==> src/rtl/snapshot_bram_writer.sv <==
// One-shot snapshot capture of a qualified stream into BRAM port A.
// Arm rising edge starts a capture (immediate or trigger-gated); arm low ends or aborts it.
module snapshot_bram_writer #(
   parameter int AW = 10,
   parameter int DW = 64
) (
   input  logic          clk,
   input  logic          rst_n,
   input  logic          arm,
   input  logic          trig_ext_en,
   input  logic          trig,
   input  logic [AW:0]   cap_len,
   input  logic [DW-1:0] din,
   input  logic          din_valid,
   output logic          bram_we,
   output logic          bram_en_a,
   output logic [AW-1:0] bram_addr,
   output logic [DW-1:0] bram_wr_data,
   output logic          busy,
   output logic          done,
   output logic [AW:0]   words_written,
   output logic [1:0]    dbg_state
);

   typedef enum logic [1:0] {
      IDLE    = 2'd0,
      ARMED   = 2'd1,
      CAPTURE = 2'd2,
      DONE    = 2'd3
   } state_t;

   localparam logic [AW:0] FULL_LEN = {1'b1, {AW{1'b0}}};

   state_t        state_q, state_d;
   logic          arm_q;
   logic          arm_ok_q, arm_ok_d;
   logic [AW:0]   len_q, len_d;
   logic [AW:0]   cnt_q, cnt_d;
   logic          we_q, we_d;
   logic [AW-1:0] addr_q, addr_d;
   logic [DW-1:0] wdata_q, wdata_d;
   logic          arm_rise;
   logic          take;
   logic [AW:0]   eff_len;

   // arm_ok_q stays low until arm is seen low, so arm held high across reset is not an edge.
   assign arm_rise = arm & ~arm_q & arm_ok_q;
   assign eff_len  = ((cap_len == '0) || (cap_len > FULL_LEN)) ? FULL_LEN : cap_len;

   always_comb begin
      state_d  = state_q;
      arm_ok_d = arm_ok_q | ~arm;
      len_d    = len_q;
      cnt_d    = cnt_q;
      we_d     = 1'b0;
      addr_d   = addr_q;
      wdata_d  = wdata_q;
      take     = 1'b0;
      case (state_q)
         IDLE: begin
            if (arm_rise) begin
               len_d   = eff_len;
               cnt_d   = '0;
               state_d = trig_ext_en ? ARMED : CAPTURE;
            end
         end
         ARMED: begin
            if (!arm) begin
               state_d = IDLE;
            end else if (trig) begin
               state_d = CAPTURE;
               take    = din_valid;
            end
         end
         CAPTURE: begin
            if (!arm) state_d = IDLE;
            else      take    = din_valid;
         end
         DONE: begin
            if (!arm) state_d = IDLE;
         end
         default: state_d = IDLE;
      endcase
      // Abort has priority: a sample in the cycle arm drops is never written.
      if (take) begin
         we_d    = 1'b1;
         addr_d  = cnt_q[AW-1:0];
         wdata_d = din;
         cnt_d   = cnt_q + 1'b1;
         if ((cnt_q + 1'b1) == len_q) state_d = DONE;
      end
   end

   always_ff @(posedge clk or negedge rst_n) begin
      if (!rst_n) begin
         state_q  <= IDLE;
         arm_q    <= 1'b0;
         arm_ok_q <= 1'b0;
         len_q    <= '0;
         cnt_q    <= '0;
         we_q     <= 1'b0;
         addr_q   <= '0;
         wdata_q  <= '0;
      end else begin
         state_q  <= state_d;
         arm_q    <= arm;
         arm_ok_q <= arm_ok_d;
         len_q    <= len_d;
         cnt_q    <= cnt_d;
         we_q     <= we_d;
         addr_q   <= addr_d;
         wdata_q  <= wdata_d;
      end
   end

   assign bram_we       = we_q;
   assign bram_en_a     = we_q;
   assign bram_addr     = addr_q;
   assign bram_wr_data  = wdata_q;
   assign busy          = (state_q == ARMED) || (state_q == CAPTURE);
   assign done          = (state_q == DONE);
   assign words_written = cnt_q;
   assign dbg_state     = state_q;

endmodule

==> config.mk <==
export PLATFORM = sky130hd
export DESIGN_NAME = snapshot_bram_writer
export DESIGN_NICKNAME = d
export VERILOG_FILES = /design/src/rtl/snapshot_bram_writer.sv
export SDC_FILE = /design/constraint.sdc
export NUM_CORES = 1
export LEC_CHECK = 0
export CAP_MARGIN = 40
export CORE_MARGIN = 1
export CORE_UTILIZATION = 25
export DETAILED_ROUTE_END_ITERATION = 10
export HOLD_SLACK_MARGIN = 0.05
export SYNTH_ARGS = -nofsm -noshare
export SYNTH_HDL_FRONTEND = slang
export SYNTH_SLANG_ARGS = --single-unit
==> constraint.sdc <==
create_clock -name clk -period 1.7 [get_ports clk]
set_input_delay 0.17 -clock clk [delete_from_list [all_inputs] [get_ports clk]]
set_output_delay 0.17 -clock clk [all_outputs]
set_load 0.01 [all_outputs]
# Yosys cells after proc, flatten, opt, wreduce, memory -nomap -nowiden

Index checks and enable logic that the tools add are counted.
W data, S select, Z words.

Logic and storage cells: 45
Input bits: 81
Output and inout bits: 91
Register bits: 101

Equal/unequal tests: 4
Order comparisons: 1
$add $sub $neg: 1
Mux-type cells: 17
Bitwise gates (word level): 5
Reductions and logical operators: 9

Operators with widths:

| operator                | count |
|---|---|
| $mux W11                | 4 |
| $mux W2                 | 7 |
| $add A11 B1 Y11 const B | 1 |
| $eq A11 B11 Y1          | 1 |
| $gt A11 B11 Y1 const B  | 1 |
| $logic_not A11 Y1       | 1 |
| $pmux W2 S3             | 1 |
| $eq A2 B2 Y1 const B    | 2 |
| $mux W1                 | 4 |
| $reduce_and A2 Y1       | 2 |
| $reduce_bool A2 Y1      | 2 |
| $and A1 B1 Y1           | 2 |
| $eq A2 B1 Y1 const B    | 1 |
| $logic_not A2 Y1        | 1 |
| $logic_or A1 B1 Y1      | 2 |
| $not A1 Y1              | 2 |
| $pmux W1 S2             | 1 |
| $reduce_or A2 Y1        | 1 |
| $or A1 B1 Y1            | 1 |

# Logic depth before layout (Yosys ltp)

Depth in word-level cells: 7
Depth in mapped cells: 8
Gate-level depth less buffers: 8

# Least setup slack after synthesis

OpenSTA, ideal clock, no wires.

Path type: reg2reg
Start: register cnt_q[0], in the netlist words_written[0]
End: register state_q[0], in the netlist dbg_state[0]
Setup slack: -0.183 ns
Library setup time: 0.125 ns
Clock period less this slack: 1.883 ns
Cell stages (with the launch flop): 8
Arrival: 1.758 ns
Buffers on the path: 0
Required time: 1.575 ns
Cells stage by stage: dfrtp_1 ha_1 xnor3_1 nand3_1 a21boi_1 o21a_1 o2111ai_1 nand2_1

Word-level cells in the longest chain between the ends: 4

RTL lines:

| what                   | RTL line | source |
|---|---|---|
| from (decl)            | 38       | `logic [AW:0] cnt_q, cnt_d;` |
| from (signal assigned) | 109      | `cnt_q <= cnt_d;` |
| $add A11 B1 Y11        | 90       | `if ((cnt_q + 1'b1) == len_q) state_d = DONE;` |
| $eq A11 B11 Y1         | 90       |  |
| $mux W2                | 90       |  |
| $mux W2                | 85       | `if (take) begin` |
| via state_d[0]         | 34       | `state_t state_q, state_d;` |
| to (signal assigned)   | 105      | `state_q <= state_d;` |
| to (decl)              | 34       |  |

The timed path passes the listed nets, and every way through them passes these cells.
A chain may end at the register's enable or synchronous reset.

# Worst setup path in the final report

Start: register cnt_q[1], in the netlist words_written[1]
End: register state_q[1], in the netlist dbg_state[1]

Same word-level chain as after synthesis.

==> impl_metrics.py <==
metrics = {
    "clock_network": {
        "clkTransAtPathRegs_ns": 0.07,
        "cts_tree": "yes",
        "cts_buffers": 9,
        "htreeDepth": 3,
        "clockBufferDepth": 2,
        "clkSinkCount": 101,
        "worstSkewPairLatency_ns": 0.35,
        "clock-root-buffer": "clkbuf_16",
    },
    "floorplanning": {
        "coreArea_mm2": 0.0174,
        "start_util": 0.258,
        "die_w_um": 136,
        "io_pins": 172,
        "die_area_mm2": 0.0185,
        "die_h_um": 136,
        "fp-row-count": 48,
    },
    "sta": {
        "finalHoldViolations": 0,
        "min_period_over_period": 1.02,
        "rsz0062_at_grt": "true",
        "setup_viol": 7,
        "relSlewSlack": 0.705,
        "skew_ns": 0.00737,
        "final.min_clock_period_ns": 1.73,
        "max_freq_ghz": 0.578,
        "setup_ws_ns": -0.0297,
        "worst_slew_pin_slew_ns": 0.443,
        "fin_hold_ws_ns": 0.236,
        "drv_slew": 0,
    },
    "worst_setup_path": {
        "crit_family": "compound AO/OA/AOI/OAI gates",
        "max_stage_delay_ns": 0.42,
        "cp-startpoint": "words_written[1]",
        "path_depth": 7,
        "arrival_ns": 1.96,
        "path_class": "reg -> reg",
        "ff2ff_setup_slack_ns": -0.03,
        "regToRegEndpoint": "dbg_state[1]",
        "rr_worst_depth": 7,
        "worstPathMaxFanout": 6,
        "cp-end-kind": "flop",
        "critPathSlowestCell": "dfrtp_2",
        "timing.rr.start": "words_written[1]",
        "critPathLaunchType": "flop",
        "critPathRequiredTime_ns": 1.93,
        "crit_chain": "ha_4, xnor3_1, nand3_1, a21boi_1, o21a_1, o2111ai_1, nand2_1",
        "endpoint": "dbg_state[1]",
        "crit_buf_inv": 0,
    },
    "detailed_routing": {
        "vias": 4081,
        "drc": 0,
        "wire_per_inst_um": 13.7,
        "drtIter0Drc": 226,
        "via_per_inst": 4.34,
        "wirelength_um": 12900,
        "dr.pass1.iters": 4,
        "antenna_left": 0,
    },
    "logic_synthesis": {
        "synth_area_per_cell_um2": 8.89,
        "synth_cells": 505,
        "synth_top_family_by_area": "simple AND/OR/NAND/NOR gates",
        "synth_edf_count": 0,
        "ys_seq_area_frac": 0.563,
        "yosys.area_share.simple": 0.264,
        "yosys_register_bits": 101,
        "synth_fa_ha_area_frac": 0.0139,
        "synth_area_leaders": "dfrtp_1 56%, nand2_1 19%, o21ai_0 2.3%",
        "synth_ff_type": "dfrtp_1",
        "syn_area_mm2": 0.00449,
        "ys_types": 49,
        "synth-compound-area-share": 0.0909,
        "synth_top_area_share": 0.563,
        "syn_nets": 591,
        "synth_top_area_cell": "dfrtp_1",
        "synthArstFlopShare": 1.00,
        "synth_xor_area_frac": 0.0265,
        "ys.warnings.count": 0,
        "synth_mux_area_frac": 0,
    },
    "grt": {
        "grt_max_degree": 49,
        "grt_pass1_wl_um": 20200,
        "antenna_found_initial": 0,
        "track_usage": 0.141,
        "grt_pass1_vias": 3901,
        "grt_overflow_total": 0,
    },
    "placed_design": {
        "io_buffers": 171,
        "dpl.hpwl_um": 9360,
        "gp_congestion": 0.787,
    },
    "pwr": {
        "p_int_uw": 6660,
        "power_frac_clock": 0.196,
        "p_leak_uw": 0.00335,
        "switchingPower_uw": 3390,
        "irDropWorstVdd_mv": 0.524,
        "pwr-share-seq": 0.374,
        "combPwrFrac": 0.430,
        "p_sw_frac": 0.337,
        "power.density_mw_per_mm2": 1400,
    },
    "finish": {
        "fin_nets": 796,
        "multi_input_area_mm2": 0.00184,
        "final_util": 0.413,
        "syn2layout_area_growth_pct": 60.2,
        "drive_above_1_share": 0.129,
        "regArea_mm2": 0.00254,
        "fill_cells": 1748,
        "num_antenna_cells": 0,
    },
    "run_status": {
        "violations": "negative setup slack",
        "status": "finished with violations",
    },
    "worst_hold_path": {
        "hold_path_class": "in -> async",
    },
    "job": {
        "cap_violations": 0,
    },
}
power by group through the flow:
stage	combinational (µW)	sequential, µW	clock [µW]
2_1_floorplan	1510	4160	0
3_3_place_gp	4260	3780	0
3_5_place_dp	4310	3810	0
4_1_cts	4330	3770	2050
5_1_grt	4770	3880	2150
6_report	4320	3760	1970
how the worst min path moves through the flow:
| stage | startpoint | to | depth (start not counted) | slack, ns |
|---|---|---|---|---|
| after floorplan | rst_n | arm_ok_q | 0 | -0.13 |
| after global placement | rst_n | bram_wr_data[6] | 1 | 0.06 |
| after detailed placement | rst_n | bram_wr_data[5] | 1 | 0.06 |
| after CTS | rst_n | bram_wr_data[6] | 2 | 0.23 |
| after global routing | rst_n | bram_wr_data[5] | 2 | 0.25 |
| final | rst_n | bram_wr_data[5] | 2 | 0.24 |
final cells by class:
cell class	instances	area share
tap	225	0.0392
sequential	101	0.353
clock inverter	5	0.00505
clock buffer	11	0.0338
inverter	10	0.00522
timing repair buffer	224	0.308
multi-input combinational	364	0.256
metal layers:
layer	global-route usage	vias up	part of all wire
li1	-	2035	-
met1	0.186	1908	0.47
met2	0.222	126	0.45
met3	0.0354	12	0.073
met4	0.0488	0	0.013
met5	0	-	0
state kept, by name, indices dropped and copies added (netlist names):
signal / flops
dbg_state: 2
words_written: 11
arm_ok_q: 1
len_q: 11
bram_addr: 10
arm_q: 1
bram_wr_data: 64
bram_en_a: 1
kinds of logic (layout without fill, tap and decap cells):
logic type	count (synthesis)	in the layout
simple gates	284	284
flops	101	101
compound gates	63	63
buf+inv	40	250
xor+xnor	12	12
fa+ha+maj	5	5
synthesized netlist by cell type, types with 2 or more instances:
master	number
nand4_1	2
o21ai_1	5
buf_6	2
nand2_1	233
a21oi_1	6
o211ai_1	2
nor4_1	3
a22o_1	4
clkbuf_1	15
o2111ai_1	2
nand3_1	6
o41ai_1	3
o22ai_1	2
buf_4	2
xor2_1	5
o31ai_1	4
buf_1	7
ha_1	5
nor3_1	2
a211oi_1	2
inv_1	9
nand2b_1	10
a31oi_1	6
dfrtp_1	101
buf_2	3
o21ai_0	21
nor2_1	16
xnor2_1	6
worst reg2reg max path: stages (launching register included):
cell	delay, ns
dfrtp_2	0.42
ha_4	0.20
xnor3_1	0.37
nand3_1	0.09
a21boi_1	0.06
o21a_1	0.16
o2111ai_1	0.24
nand2_1	0.08
what timing repair did:
action                                 4_1_cts  5_1_grt
cloned                                       0        1
endpoints found under the hold margin      101        0
hold buffers                                 1        0
setup endpoints to repair                   44       83
pin swaps                                    4        2
resized for setup                           11       10
setup buffers                                6        1
placed cells by master (no fill, tap or decap), types with 2 or more instances in the layout:
cell type / netlist / layout
o31ai_1: 4 / 4
a31oi_2: 0 / 2
o21ai_1: 5 / 10
nand2_1: 233 / 233
a31oi_1: 6 / 4
dfrtp_2: 0 / 8
nor2_1: 16 / 16
clkdlybuf4s50_1: 0 / 166
nand4_1: 2 / 2
o21ai_0: 21 / 16
clkinvlp_4: 0 / 3
a22o_1: 4 / 4
nor4_1: 3 / 3
o211ai_1: 2 / 2
xor2_1: 5 / 5
o22ai_1: 2 / 2
a211oi_1: 2 / 2
inv_1: 9 / 7
xnor2_1: 6 / 6
clkbuf_16: 0 / 9
nor3_1: 2 / 2
inv_2: 1 / 3
nand2b_1: 10 / 10
ha_4: 0 / 3
buf_12: 0 / 8
ha_1: 5 / 2
dlygate4sd2_1: 0 / 3
buf_4: 2 / 44
a21oi_1: 6 / 6
dfrtp_1: 101 / 93
o41ai_1: 3 / 3
nand3_1: 6 / 6
stage by stage:
step                      area, µm²  total power, µW  TNS [ns]  worst slack [ns]  instances
after detailed placement       6800             8120     -2.01            -0.119        916
after global routing           7190            10800     -6.18            -0.130        940
final                          7190            10100   -0.0949           -0.0297        940
after CTS                      7150            10200    -0.151           -0.0707        939
after floorplan                4540             5670  -0.00953          -0.00953        505
after global placement         6800             8040    -0.149           -0.0538        916
Power figures use the tool's default switching activity.
